### src/rtl/lcd_display_pkg.sv
// Shared types and command constants for the HD44780 write controller.
package lcd_display_pkg;

  typedef enum logic [2:0] {
    S_PWR_WAIT,
    S_INIT,
    S_IDLE,
    S_SETUP,
    S_E_HI,
    S_HOLD,
    S_WAIT
  } state_t;

  localparam logic [7:0] CMD_FUNC_SET = 8'h38;
  localparam logic [7:0] CMD_DISP_ON  = 8'h0C;
  localparam logic [7:0] CMD_CLEAR    = 8'h01;
  localparam logic [7:0] CMD_ENTRY    = 8'h06;
  localparam logic [7:0] CMD_LINE1    = 8'h80;
  localparam logic [7:0] CMD_LINE2    = 8'hC0;

  localparam int INIT_LEN = 4;

  function automatic logic [7:0] init_cmd(input logic [1:0] idx);
    case (idx)
      2'd0:    return CMD_FUNC_SET;
      2'd1:    return CMD_DISP_ON;
      2'd2:    return CMD_CLEAR;
      default: return CMD_ENTRY;
    endcase
  endfunction

  function automatic int max_int(input int a, input int b);
    return (a > b) ? a : b;
  endfunction

endpackage

### src/rtl/lcd_btn_debounce.sv
// Two-flop synchronizer for the write button plus an optional stability filter.
module lcd_btn_debounce #(
  parameter int DEBOUNCE_CYCLES = 1000000
) (
  input  logic clk,
  input  logic reset_n,
  input  logic btn_in,
  input  logic en,
  output logic btn_out
);

  localparam int CW = $clog2(DEBOUNCE_CYCLES + 1);

  logic          r_sync1;
  logic          r_sync2;
  logic          r_stable;
  logic [CW-1:0] r_cnt;

  // NOTE: reset is synchronous and active-high despite the name, so it lives inside the clocked branch.
  always_ff @(posedge clk) begin
    if (reset_n) begin
      r_sync1  <= 1'b0;
      r_sync2  <= 1'b0;
      r_stable <= 1'b0;
      r_cnt    <= '0;
    end else begin
      r_sync1 <= btn_in;
      r_sync2 <= r_sync1;
      // The count only advances on consecutive cycles that disagree with the accepted level.
      if (!en || (r_sync2 == r_stable)) begin
        r_cnt <= '0;
        if (!en) r_stable <= r_sync2;
      end else if (r_cnt == CW'(DEBOUNCE_CYCLES - 1)) begin
        r_stable <= r_sync2;
        r_cnt    <= '0;
      end else begin
        r_cnt <= r_cnt + 1'b1;
      end
    end
  end

  assign btn_out = en ? r_stable : r_sync2;

endmodule

### src/rtl/lcd_display.sv
// HD44780 8-bit write-only controller: power-on init, then one character per button press.
// Optional feature macro: LCD_LINE_WRAP_EN (moves the cursor to line 2 / line 1 every 16 chars).
module lcd_display
  import lcd_display_pkg::*;
#(
  parameter int POWER_ON_CYCLES   = 750000,
  parameter int E_PULSE_CYCLES    = 12,
  parameter int CMD_WAIT_CYCLES   = 2500,
  parameter int CLEAR_WAIT_CYCLES = 82000,
  parameter int DEBOUNCE_CYCLES   = 1000000
) (
  input  logic       clk,
  input  logic       reset_n,
  input  logic [7:0] data_btn,
  input  logic       button,
  input  logic       debounce_en,
  output logic       RW,
  output logic       RS,
  output logic       E,
  output logic [7:0] data
);

  localparam int MAX_WAIT = max_int(max_int(POWER_ON_CYCLES, CLEAR_WAIT_CYCLES),
                                    max_int(CMD_WAIT_CYCLES, E_PULSE_CYCLES));
  localparam int CW = $clog2(MAX_WAIT + 1);

  state_t        r_state;
  logic [CW-1:0] r_cnt;
  logic [CW-1:0] r_wait_end;
  logic [2:0]    r_init_idx;
  logic          r_rs;
  logic          r_e;
  logic [7:0]    r_data;
  logic          r_pending;
  logic [7:0]    r_char;
  logic          r_btn_prev;
`ifdef LCD_LINE_WRAP_EN
  logic [4:0]    r_char_cnt;
  logic          r_need_addr;
`endif

  logic w_btn_level;
  logic w_btn_rise;

  lcd_btn_debounce #(
    .DEBOUNCE_CYCLES(DEBOUNCE_CYCLES)
  ) u_debounce (
    .clk    (clk),
    .reset_n(reset_n),
    .btn_in (button),
    .en     (debounce_en),
    .btn_out(w_btn_level)
  );

  assign w_btn_rise = w_btn_level & ~r_btn_prev;

  always_ff @(posedge clk) begin
    if (reset_n) begin
      r_state     <= S_PWR_WAIT;
      r_cnt       <= '0;
      r_wait_end  <= '0;
      r_init_idx  <= '0;
      r_rs        <= 1'b0;
      r_e         <= 1'b0;
      r_data      <= 8'h00;
      r_pending   <= 1'b0;
      r_char      <= 8'h00;
      r_btn_prev  <= 1'b0;
`ifdef LCD_LINE_WRAP_EN
      r_char_cnt  <= '0;
      r_need_addr <= 1'b0;
`endif
    end else begin
      r_btn_prev <= w_btn_level;

      case (r_state)
        S_PWR_WAIT: begin
          if (r_cnt == CW'(POWER_ON_CYCLES - 1)) begin
            r_cnt   <= '0;
            r_state <= S_INIT;
          end else begin
            r_cnt <= r_cnt + 1'b1;
          end
        end

        S_INIT: begin
          r_rs       <= 1'b0;
          r_data     <= init_cmd(r_init_idx[1:0]);
          r_init_idx <= r_init_idx + 1'b1;
          r_state    <= S_SETUP;
        end

        S_IDLE: begin
          if (r_pending) begin
`ifdef LCD_LINE_WRAP_EN
            // Address command goes out first; the character stays pending until the next visit.
            if (r_need_addr) begin
              r_rs        <= 1'b0;
              r_data      <= (r_char_cnt == 5'd0) ? CMD_LINE1 : CMD_LINE2;
              r_need_addr <= 1'b0;
            end else begin
              r_rs       <= 1'b1;
              r_data     <= r_char;
              r_pending  <= 1'b0;
              r_char_cnt <= r_char_cnt + 1'b1;
              if (r_char_cnt == 5'd15 || r_char_cnt == 5'd31) r_need_addr <= 1'b1;
            end
`else
            r_rs      <= 1'b1;
            r_data    <= r_char;
            r_pending <= 1'b0;
`endif
            r_state <= S_SETUP;
          end
        end

        S_SETUP: begin
          r_e     <= 1'b1;
          r_cnt   <= '0;
          r_state <= S_E_HI;
        end

        S_E_HI: begin
          if (r_cnt == CW'(E_PULSE_CYCLES - 1)) begin
            r_e     <= 1'b0;
            r_cnt   <= '0;
            r_state <= S_HOLD;
          end else begin
            r_cnt <= r_cnt + 1'b1;
          end
        end

        S_HOLD: begin
          r_wait_end <= (!r_rs && r_data == CMD_CLEAR) ? CW'(CLEAR_WAIT_CYCLES - 1)
                                                       : CW'(CMD_WAIT_CYCLES - 1);
          r_state    <= S_WAIT;
        end

        S_WAIT: begin
          if (r_cnt == r_wait_end) begin
            r_cnt   <= '0;
            r_state <= (r_init_idx == 3'(INIT_LEN)) ? S_IDLE : S_INIT;
          end else begin
            r_cnt <= r_cnt + 1'b1;
          end
        end

        default: r_state <= S_PWR_WAIT;
      endcase

      // One-deep request queue: a new edge is dropped while a character is still waiting.
      if (w_btn_rise && !r_pending) begin
        r_pending <= 1'b1;
        r_char    <= data_btn;
      end
    end
  end

  assign RW   = 1'b0;
  assign RS   = r_rs;
  assign E    = r_e;
  assign data = r_data;

endmodule

### config.mk
export PLATFORM = sky130hd
export DESIGN_NAME = lcd_display
export DESIGN_NICKNAME = d
export VERILOG_FILES = /design/src/rtl/lcd_display_pkg.sv /design/src/rtl/lcd_btn_debounce.sv /design/src/rtl/lcd_display.sv
export SDC_FILE = /design/constraint.sdc
export NUM_CORES = 1
export LEC_CHECK = 0
export ABC_AREA = 1
export CAP_MARGIN = 20
export CORE_MARGIN = 5
export CORE_UTILIZATION = 53
export DETAILED_ROUTE_END_ITERATION = 7
export HOLD_SLACK_MARGIN = 0.06
export PLACE_DENSITY = 0.75
export SLEW_MARGIN = 30
export SYNTH_ARGS = -nofsm -noshare
export SYNTH_HDL_FRONTEND = slang
export SYNTH_SLANG_ARGS = --single-unit
### constraint.sdc
create_clock -name clk -period 1.6 [get_ports clk]
set_input_delay 0.24 -clock clk [delete_from_list [all_inputs] [get_ports clk]]
set_output_delay 0.24 -clock clk [all_outputs]
set_load 0.01 [all_outputs]
==> metrics, run 1 <==
gr usage total 0.225; ranking of synthesized cells by area dfxtp_1, nand2_1, nor2_1; CP Class flop to flop; Final Power ~0.005 W; Die Height 94.5 um; Peak VDD IR around 710 uV; Num Clock Sinks 72; asr flop ratio synth 0; fin nets about 650; Final period util 1.01; fill count about 530; met2 global-route usage 0.384; crit end category flop; drt first-iter violations about 240; clock transition at the registers of the reported paths roughly 80 ps; max_cap viols 0; initial antenna violation count 0; die area between 0.008 and 0.009 mm^2; Yosys warning count 0; Max Fanout on Critical Path 7; largest net degree at the start of global routing 31; RSZ-0062 raised after global routing yes; final worst slack -8.04 ps; WP data required approximately 1900 ps; Leakage Power approximately 1.9 nW; cell area after synthesis 0.00379 mm^2; final WL 10100 um; Seq/Total Area, Yosys 0.381; most common cell in the synthesized netlist nand2_1; #FFs+latches synth slightly above 70; clk_skew approximately 12 ps; Main synth FF type dfxtp_1; Finished Core Util 0.720; area grow syn2layout 30.7%; hold depth 3; fmax 622 MHz; core area 0.00687 mm^2; H-tree levels 3; number of global-route vias before repair roughly 3700; Detailed Routing Iterations Pass 1 5; PD cells 998 mW/mm^2; Mapped Avg Cell Area 6.81 um^2; leading area contributor after synthesis dfxtp_1; layout cells sized above 1 0.262; Starting Density 0.551; # DRC 0; violated checks negative setup slack; Worst Path Arrival 1850 ps; WL/cell about 14 um; met3 Track Usage GR 0.0478; Synth top area share 0.381; Hold Slack slightly below 400 ps; Routability Congestion ~0.91; CTS root buffer clkbuf_8; CTS tree yes; drt via density 5.35; Cells after Synth around 560; CTS Buf Count 9; Fin. Hold Viols 0; I/O Buffers 21; die width ~95 um; Slew Limit Fails 0; reg2reg path depth 10; total number of vias between 3000 and 4000; Min Clock Period, post-route approximately 1600 ps; synth unique cells 39; Clock Path Buffers 2; CP Launch Type flop; num rows 30; Post-CTS Hold Fix Bufs 0; status finished, violations left; Sum Neg Setup Slack -13.5 ps; hpwl dp between 6000 and 7000 um; Skew-Pair Late Insertion Delay between 300 and 400 ps; busiest grt layer met2; Post-synth EDFFs 0; syn_nets between 500 and 600; final setup fails 2; worst hold-check path type input port to flop; Synth top cells by count nand2_1, nor2_1, dfxtp_1; GR Util met1 0.275; gr ovfl total 0; I/O pin cnt 23; first-pass GRT wire length between 15000 and 20000 um; ANT cells 0; post-route ant nets 0
==> cell usage in the layout (no fill, tap or decap), drive strengths merged <==
master,netlist,routed
nand3,34,34
clkinv,1,2
or2,1,1
o2111ai,1,1
o21bai,1,1
nor3,13,13
a31oi,5,5
inv,63,66
o31ai,2,2
a311oi,1,1
a21oi,39,39
nand4,13,13
nor2,101,101
ha,7,7
buf,5,53
and3,1,1
clkinvlp,0,2
clkbuf,4,10
dfxtp,72,72
nand2,142,143
o21ai,20,20
or3,1,1
xor2,14,14
a211oi,2,2
clkdlybuf4s50,0,21
nand3b,1,1
mux2i,1,1
nor3b,5,5
xnor2,4,4
o22ai,1,1
conb,1,1
==> power by group <==
group	internal (W)	switching, W	total [W]
Combinational	0.000617	0.000897	0.00151
Sequential	0.00192	0.000121	0.00204
Clock	0.000624	0.000761	0.00138
==> cell families after synthesis <==
group                      synth area share
xor gates and xnor gates             0.0416
and+or+nand+nor                       0.369
DFF                                   0.381
buffers and inverters                0.0793
AOI/OAI and AO/OA                     0.102
other                              0.000990
muxes                               0.00264
adders and majority gates            0.0231
==> worst max-delay path, cell delays in order, from the launching register on <==
cell and delay, ps:
dfxtp_2 360, ha_4 170, buf_4 120, nand2_2 50
nor2_2 90, nand3_2 110, or2_4 270, nand2_4 90
nand2_8 80, nand2_8 110, nor2_1 50
==> flip-flops by register name (all words and copies together), names as in the netlist <==
| signal | flops |
|---|---|
| r_char | 8 |
| u_debounce.r_cnt | 20 |
| E | 1 |
| data | 8 |
| u_debounce.r_sync2 | 1 |
| r_init_idx | 3 |
| u_debounce.r_sync1 | 1 |
| r_btn_prev | 1 |
| r_cnt | 20 |
| RS | 1 |
| r_wait_end | 3 |
| r_state | 3 |
| r_pending | 1 |
| u_debounce.r_stable | 1 |
==> repair_timing <==
action,CTS,global route
setup buffers,1,2
hold endpoints to repair,0,0
pin swaps,3,20
resized for setup,8,78
endpoints found under the setup margin,12,30
gates cloned,0,1
==> routing by layer <==
layer  up-vias  part of all wire
li1       1941                 -
met1      1835              0.44
met2       125              0.48
met3        29             0.055
met4         0             0.025
met5         -                 0
==> through the flow <==
step / cell area (um^2) / setup WS (ps) / cells
after global routing: 4950 / -89.3 / 734
after floorplan: 3800 / 7.11 / 556
after global placement: 4460 / -21.8 / 714
after detailed placement: 4460 / -51.2 / 714
final: 4950 / -8.04 / 734
after CTS: 4680 / 17.2 / 731
==> cell type report <==
type | count | area (um^2) | area share
clock buffers | 10 | 138 | 0.0278
clock inverters | 6 | 50.0 | 0.0101
inverters | 64 | 240 | 0.0485
multi-input cells | 412 | 2290 | 0.462
flip-flops and latches | 72 | 1490 | 0.300
well taps | 96 | 120 | 0.0243
repair buffers | 74 | 628 | 0.127
==> final timing paths <==
kind / startpoint / end / slack, ps
worst min register to register: u_debounce.r_sync1 / u_debounce.r_sync2 / 410
worst max register to register: r_cnt[0] / r_cnt[3] / -8
worst max-delay path: r_cnt[0] / r_cnt[3] / -8
worst min-delay path: button / u_debounce.r_sync1 / 400
Note: power is estimated with default switching activity, not from simulation.
==> run 2, diff against run 1 <==
--- a/config.mk
+++ b/config.mk
@@ -11,6 +11,7 @@
 export CORE_UTILIZATION = 53
 export DETAILED_ROUTE_END_ITERATION = 7
 export HOLD_SLACK_MARGIN = 0.06
+export MAX_ROUTING_LAYER = met4
 export PLACE_DENSITY = 0.75
 export SLEW_MARGIN = 30
 export SYNTH_ARGS = -nofsm -noshare
==> run 2 against run 1 <==
  * The flow now finishes without violations
  * Register-to-register slack better by 30 ps
  * First-iteration DRC count is 13% lower
  * Critical path depth is 2 higher
  * Largest cell class unchanged
  * Via count is 1.6% lower
  * Critical path type unchanged
==> metrics, run 2 (synthesized netlist as in run 1, its figures left out) <==
status complete, no violations (was finished, violations left); I/O Buffers 21 (unchanged); Final Power 0.00493 W (was 0.00494 W); drt via density 5.29 (was 5.35); number of global-route vias before repair 3632 (was 3735); Hold Slack 415 ps (was 396 ps); CTS Buf Count 9 (unchanged); gr usage total 0.229 (was 0.225); worst hold-check path type flop to flop (was input port to flop); final WL 9670 um (was 10100 um); Slew Limit Fails 0 (unchanged); die width 94.5 um (unchanged); Num Clock Sinks 72 (unchanged); area grow syn2layout 30.8% (was 30.7%); Starting Density 0.551 (unchanged); core area 0.00687 mm^2 (unchanged); RSZ-0062 raised after global routing yes (unchanged); hold depth 2 (was 3); Worst Path Arrival 1800 ps (was 1850 ps); # DRC 0 (unchanged); placed cell count 713 (was 714); most frequent cells in the layout nand2_1, nor2_1, inv_1 (unchanged); reg2reg path depth 12 (was 10); H-tree levels 3 (unchanged); Skew-Pair Late Insertion Delay 340 ps (was 350 ps); fin nets 651 (was 652); crit end category flop (unchanged); I/O pin cnt 23 (unchanged); Int Pwr 0.00328 W (was 0.00316 W); Top Family by Delay on Critical Path simple AND/OR/NAND/NOR gates (unchanged); layout cells sized above 1 0.266 (was 0.262); CTS tree yes (unchanged); Die Height 94.5 um (unchanged); reg-to-reg slack, setup 20 ps (was -8 ps); Detailed Routing Iterations Pass 1 5 (unchanged); clock transition at the registers of the reported paths 70 ps (was 80 ps); first-pass GRT wire length 15900 um (was 16000 um); Clock Path Buffers 2 (unchanged); Leakage Power 1.88 nW (was 1.92 nW); initial antenna violation count 0 (unchanged); max_cap viols 0 (unchanged); NetSw 0.00165 W (was 0.00178 W); non-filler cells, final 732 (was 734); post-place setup slack -52.8 ps (was -51.2 ps); Peak VDD IR 753 uV (was 711 uV); Routability Congestion 0.994 (was 0.911); busiest grt layer met2 (unchanged); met2 global-route usage 0.384 (about the same); die area 0.00893 mm^2 (unchanged); commonest non-fill, non-tap cell in the layout nand2_1 (unchanged); gr ovfl total 0 (unchanged); post-route ant nets 0 (unchanged); CP Class flop to flop (unchanged); Bufs and invs on worst path 0 (was 1); GR Util met1 0.271 (was 0.275); R2R Path Start r_cnt[1] (was r_cnt[0]); clk_skew 6.89 ps (was 12.4 ps); Final period util 0.986 (was 1.01); register share of total power 0.415 (was 0.413); Sw Ratio 0.335 (was 0.360); drt first-iter violations 205 (was 236); largest registers r_cnt: 20 flops, u_debounce.r_cnt: 20 flops (unchanged); PD cells 995 mW/mm^2 (was 998 mW/mm^2); Sum Neg Setup Slack 0 ps (was -13.5 ps); num rows 30 (unchanged); share of total power in the clock network 0.279 (was 0.280); worst-path cell chain ha_4, nand2_2, nor2_2, nand3_2, nor2_1, nor2_1, nand2_2, nand2_4, nand2_4, nand2_8, nand2_8, nor2_4 (was ha_4, buf_4, nand2_2, nor2_2, nand3_2, or2_4, nand2_4, nand2_8, nand2_8, nor2_1); fmax 634 MHz (was 622 MHz); Crit. Startpoint r_cnt[1] (was r_cnt[0]); Critical R2R Capture r_cnt[7] (was r_cnt[3]); CP max stage cell dfxtp_2 (unchanged); met3 Track Usage GR 0.0406 (was 0.0478); hpwl dp 6710 um (was 6930 um); final worst slack 21.7 ps (was -8.04 ps); WP data required 1830 ps (was 1850 ps); ANT cells 0 (unchanged); CTS root buffer clkbuf_8 (unchanged); final setup fails 0 (was 2); Comb power frac 0.306 (was 0.307); largest net degree at the start of global routing 31 (unchanged); Post-CTS Hold Fix Bufs 0 (unchanged); CP Launch Type flop (unchanged); Max stage delay on crit path 360 ps (about the same); total number of vias 3869 (was 3930); Worst Hold End u_debounce.r_sync2 (was u_debounce.r_sync1); Min Clock Period, post-route 1580 ps (was 1610 ps); Fin. Hold Viols 0 (unchanged); hold path start u_debounce.r_sync1 (was button); Max Fanout on Critical Path 7 (unchanged); WL/cell 13.2 um (was 13.8 um)
## run 2: cell count changes in the layout (fill, tap and decap cells not counted), sizes merged
| cell | before | now |
|---|---|---|
| inv | 66 | 63 |
| bufinv | 0 | 1 |
| clkinv | 2 | 3 |
| buf | 53 | 52 |
## run 2: how the worst max path moves through the flow
stage	end	slack [ps]	depth (start not counted)
finish	r_cnt[7]	20	12
global route	r_cnt[7]	-70	12
CTS	r_cnt[0]	2	12
detailed placement	r_cnt[0]	-50	12
global placement	r_cnt[0]	-20	12
floorplan	r_cnt[7]	7	13
## run 2: worst reg2reg max path, delay by kind of cell (launching register included)
kind	cells	cell delay, ps
fa+ha+maj	1	170
flops	1	360
simple gates	11	920
## run 2: per-stage QoR
| stage | utilization | cell area (um^2) |
|---|---|---|
| floorplan | - | 3800 |
| global placement | 0.648 | 4450 |
| detailed placement | 0.648 | 4450 |
| CTS | 0.678 | 4660 |
| global route | 0.721 | 4950 |
| finish | 0.721 | 4950 |
## run 2: power groups by stage
stage	Sequential, W	Clock [W]	Combinational, W
final	0.00204	0.00138	0.00151
after global routing	0.00206	0.00150	0.00167
after CTS	0.00204	0.00142	0.00139
after detailed placement	0.00207	0	0.00136
after global placement	0.00207	0	0.00133
after floorplan	0.00207	0	0.000813
## run 2: area by class of cell
type / instances / area, um^2
inverter: 64 / 240
multi-input combinational: 412 / 2290
clock inverter: 5 / 58.8
tap: 96 / 120
sequential: 72 / 1490
clock buffer: 10 / 128
timing repair buffer: 73 / 624
fill: 531 / 1920
## run 2: metal layers
layer,up-vias,part of all wire
met5,-,0
met1,1784,0.43
li1,1943,-
met4,0,0.032
met3,27,0.044
met2,115,0.49
## run 2: what timing repair did
item | in CTS | in global routing
pin swaps | 0 | 15
cloned | 0 | 1
setup buffers | 0 | 3
endpoints found under the setup margin | 18 | 29
resized for setup | 6 | 86
==> run 3, diff against run 2 <==
--- a/config.mk
+++ b/config.mk
@@ -8,11 +8,10 @@
 export ABC_AREA = 1
 export CAP_MARGIN = 20
 export CORE_MARGIN = 5
-export CORE_UTILIZATION = 53
+export CORE_UTILIZATION = 35
 export DETAILED_ROUTE_END_ITERATION = 7
 export HOLD_SLACK_MARGIN = 0.06
 export MAX_ROUTING_LAYER = met4
-export PLACE_DENSITY = 0.75
 export SLEW_MARGIN = 30
 export SYNTH_ARGS = -nofsm -noshare
 export SYNTH_HDL_FRONTEND = slang
==> constraint.sdc (replaced) <==
create_clock -name clk -period 1.5 [get_ports clk]
set_input_delay 0.225 -clock clk [delete_from_list [all_inputs] [get_ports clk]]
set_output_delay 0.225 -clock clk [all_outputs]
set_load 0.01 [all_outputs]
==> run 3 against run 2 <==
  * Largest power group unchanged
  * Global-route usage down 5.6 points
  * Critical path depth shrank 1
  * Clock skew down 0.57 ps
  * Register-to-register slack lost 80 ps
  * Highest routed layer unchanged
  * The run now ends with negative setup slack left
==> metrics, run 3 (synthesized netlist as in run 1, its figures left out) <==
Worst Path Arrival 1810 ps (was 1800 ps); I/O Buffers 21 (unchanged); drt first-iter violations 169 (was 205); fmax 643 MHz (was 634 MHz); first-pass GRT wire length 17700 um (was 15900 um); num rows 38 (was 30); Max stage delay on crit path 350 ps (was 360 ps); status finished, violations left (was complete, no violations); gr ovfl total 0 (unchanged); drt via density 4.78 (was 5.29); GR Util met1 0.203 (was 0.271); reg2reg path depth 11 (was 12); Comb power frac 0.312 (was 0.306); Max Fanout on Critical Path 7 (unchanged); Routability Congestion 0.913 (was 0.994); register area 0.00150 mm^2 (was 0.00149 mm^2); fill count 1012 (was 531); die area 0.0130 mm^2 (was 0.00893 mm^2); Bufs and invs on worst path 1 (was 0); initial antenna violation count 0 (unchanged); Slew Limit Fails 0 (unchanged); RSZ-0062 raised after global routing yes (unchanged); clk_skew 6.31 ps (was 6.89 ps); fin nets 705 (was 651); final WL 10700 um (was 9670 um); I/O pin cnt 23 (unchanged); gr usage total 0.173 (was 0.229); violated checks negative setup slack; WL/cell 12.9 um (was 13.2 um); final worst slack -55.7 ps (was 21.7 ps); # DRC 0 (unchanged); PD cells 996 mW/mm^2 (was 995 mW/mm^2); hold depth 3 (was 2); Clock Path Buffers 2 (unchanged); Final Power 0.00561 W (was 0.00493 W); Detailed Routing Iterations Pass 1 4 (was 5); Top Family by Delay on Critical Path simple AND/OR/NAND/NOR gates (unchanged); CTS Buf Count 9 (unchanged); register share of total power 0.390 (was 0.415); NetSw 0.00194 W (was 0.00165 W); post-place setup slack -179 ps (was -52.8 ps); commonest non-fill, non-tap cell in the layout nand2_1 (unchanged); placed cell count 802 (was 713); Skew-Pair Late Insertion Delay 360 ps (was 340 ps); worst hold-check path type input port to flop (was flop to flop); Worst path depth 11 (was 12); area grow syn2layout 48.8% (was 30.8%); Sw Ratio 0.346 (was 0.335); clock transition at the registers of the reported paths 80 ps (was 70 ps); CP Class flop to flop (unchanged); post-route cell area 0.00563 mm^2 (was 0.00495 mm^2); post-route ant nets 0 (unchanged); max_cap viols 0 (unchanged); busiest grt layer met2 (unchanged); cell mode on critical path nor2_1; layout cells sized above 1 0.385 (was 0.266); CTS root buffer clkbuf_8 (unchanged); worst-path cell chain nor2_2, buf_4, nand4_1, nor2_1, nor2_1, nand2_2, nand2_4, nand2_4, nand2_8, nand2_8, nor2_1 (was ha_4, nand2_2, nor2_2, nand3_2, nor2_1, nor2_1, nand2_2, nand2_4, nand2_4, nand2_8, nand2_8, nor2_4); Fin. Hold Viols 0 (unchanged); largest registers r_cnt: 20 flops, u_debounce.r_cnt: 20 flops (unchanged); most frequent cells in the layout nand2_1, buf_4, nor2_1 (was nand2_1, nor2_1, inv_1); share of total power in the clock network 0.298 (was 0.279); Int Pwr 0.00367 W (was 0.00328 W); CP max stage cell dfxtp_2 (unchanged); ANT cells 0 (unchanged); core area 0.0107 mm^2 (was 0.00687 mm^2); final setup fails 17 (was 0); Final period util 1.04 (was 0.986); Die Height 114 um (was 94.5 um); Leakage Power 2.32 nW (was 1.88 nW); H-tree levels 3 (unchanged); die width 114 um (was 94.5 um); Peak VDD IR 853 uV (was 753 uV); non-filler cells, final 831 (was 732); Min Clock Period, post-route 1560 ps (was 1580 ps); Placed Area 0.00485 mm^2 (was 0.00445 mm^2); met3 Track Usage GR 0.0382 (was 0.0406); Post-CTS Hold Fix Bufs 0 (unchanged); CP Launch Type flop (unchanged); number of global-route vias before repair 3931 (was 3632); total number of vias 3969 (was 3869); hpwl dp 7530 um (was 6710 um); Starting Density 0.354 (was 0.551); crit end category flop (unchanged); multi-input logic area 0.00246 mm^2 (was 0.00229 mm^2); largest net degree at the start of global routing 31 (unchanged); Hold Slack 373 ps (was 415 ps); met2 global-route usage 0.288 (was 0.384); Num Clock Sinks 72 (unchanged); CTS tree yes (unchanged); WP data required 1750 ps (was 1830 ps)
==> run 3: area by class of cell <==
class | instances | share of cell area
Inverter | 64 | 0.0426
Clock buffer | 10 | 0.0244
Clock inverter | 6 | 0.0133
Multi-Input combinational cell | 412 | 0.437
Sequential cell | 72 | 0.265
Timing Repair Buffer | 127 | 0.186
Tap cell | 140 | 0.0311
==> run 3: per-layer routing <==
| metal | vias to the layer above | part of all wire |
|---|---|---|
| met5 | - | 0 |
| met3 | 21 | 0.034 |
| li1 | 2046 | - |
| met4 | 0 | 0.026 |
| met1 | 1839 | 0.44 |
| met2 | 63 | 0.50 |
==> run 3: worst register-to-register path, cell delays in order, from the launching register on <==
cell,delay [ps]
dfxtp_2,350
nor2_2,130
buf_4,120
nand4_1,160
nor2_1,150
nor2_1,60
nand2_2,100
nand2_4,70
nand2_4,80
nand2_8,80
nand2_8,110
nor2_1,60
==> run 3: final timing paths <==
kind | end | startpoint | slack, ps
worst min register to register | u_debounce.r_sync2 | u_debounce.r_sync1 | 410
worst max-delay path | r_cnt[0] | r_cnt[11] | -60
worst max register to register | r_cnt[0] | r_cnt[11] | -60
worst min-delay path | u_debounce.r_sync1 | button | 370
==> run 3: timing repair <==
item | 4_1_cts | 5_1_grt
endpoints found under the setup margin | 37 | 51
resized for setup | 54 | 106
setup buffers | 2 | 10
pin swaps | 17 | 35
gates cloned | 1 | 0
hold endpoints to repair | 0 | 0
==> run 3: power by group through the flow <==
stage / logic [W] / registers [W] / clock network [W]
finish: 0.00175 / 0.00219 / 0.00167
detailed placement: 0.00159 / 0.00222 / 0
global placement: 0.00157 / 0.00221 / 0
floorplan: 0.000868 / 0.00223 / 0
CTS: 0.00165 / 0.00218 / 0.00172
global route: 0.00194 / 0.00222 / 0.00180
==> run 3: metrics by stage <==
stage | TNS [ps] | utilization
5_1_grt | -2520 | 0.527
3_5_place_dp | -4300 | 0.453
2_1_floorplan | -194 | -
3_3_place_gp | -2730 | 0.453
4_1_cts | -9.73 | 0.489
6_report | -543 | 0.527
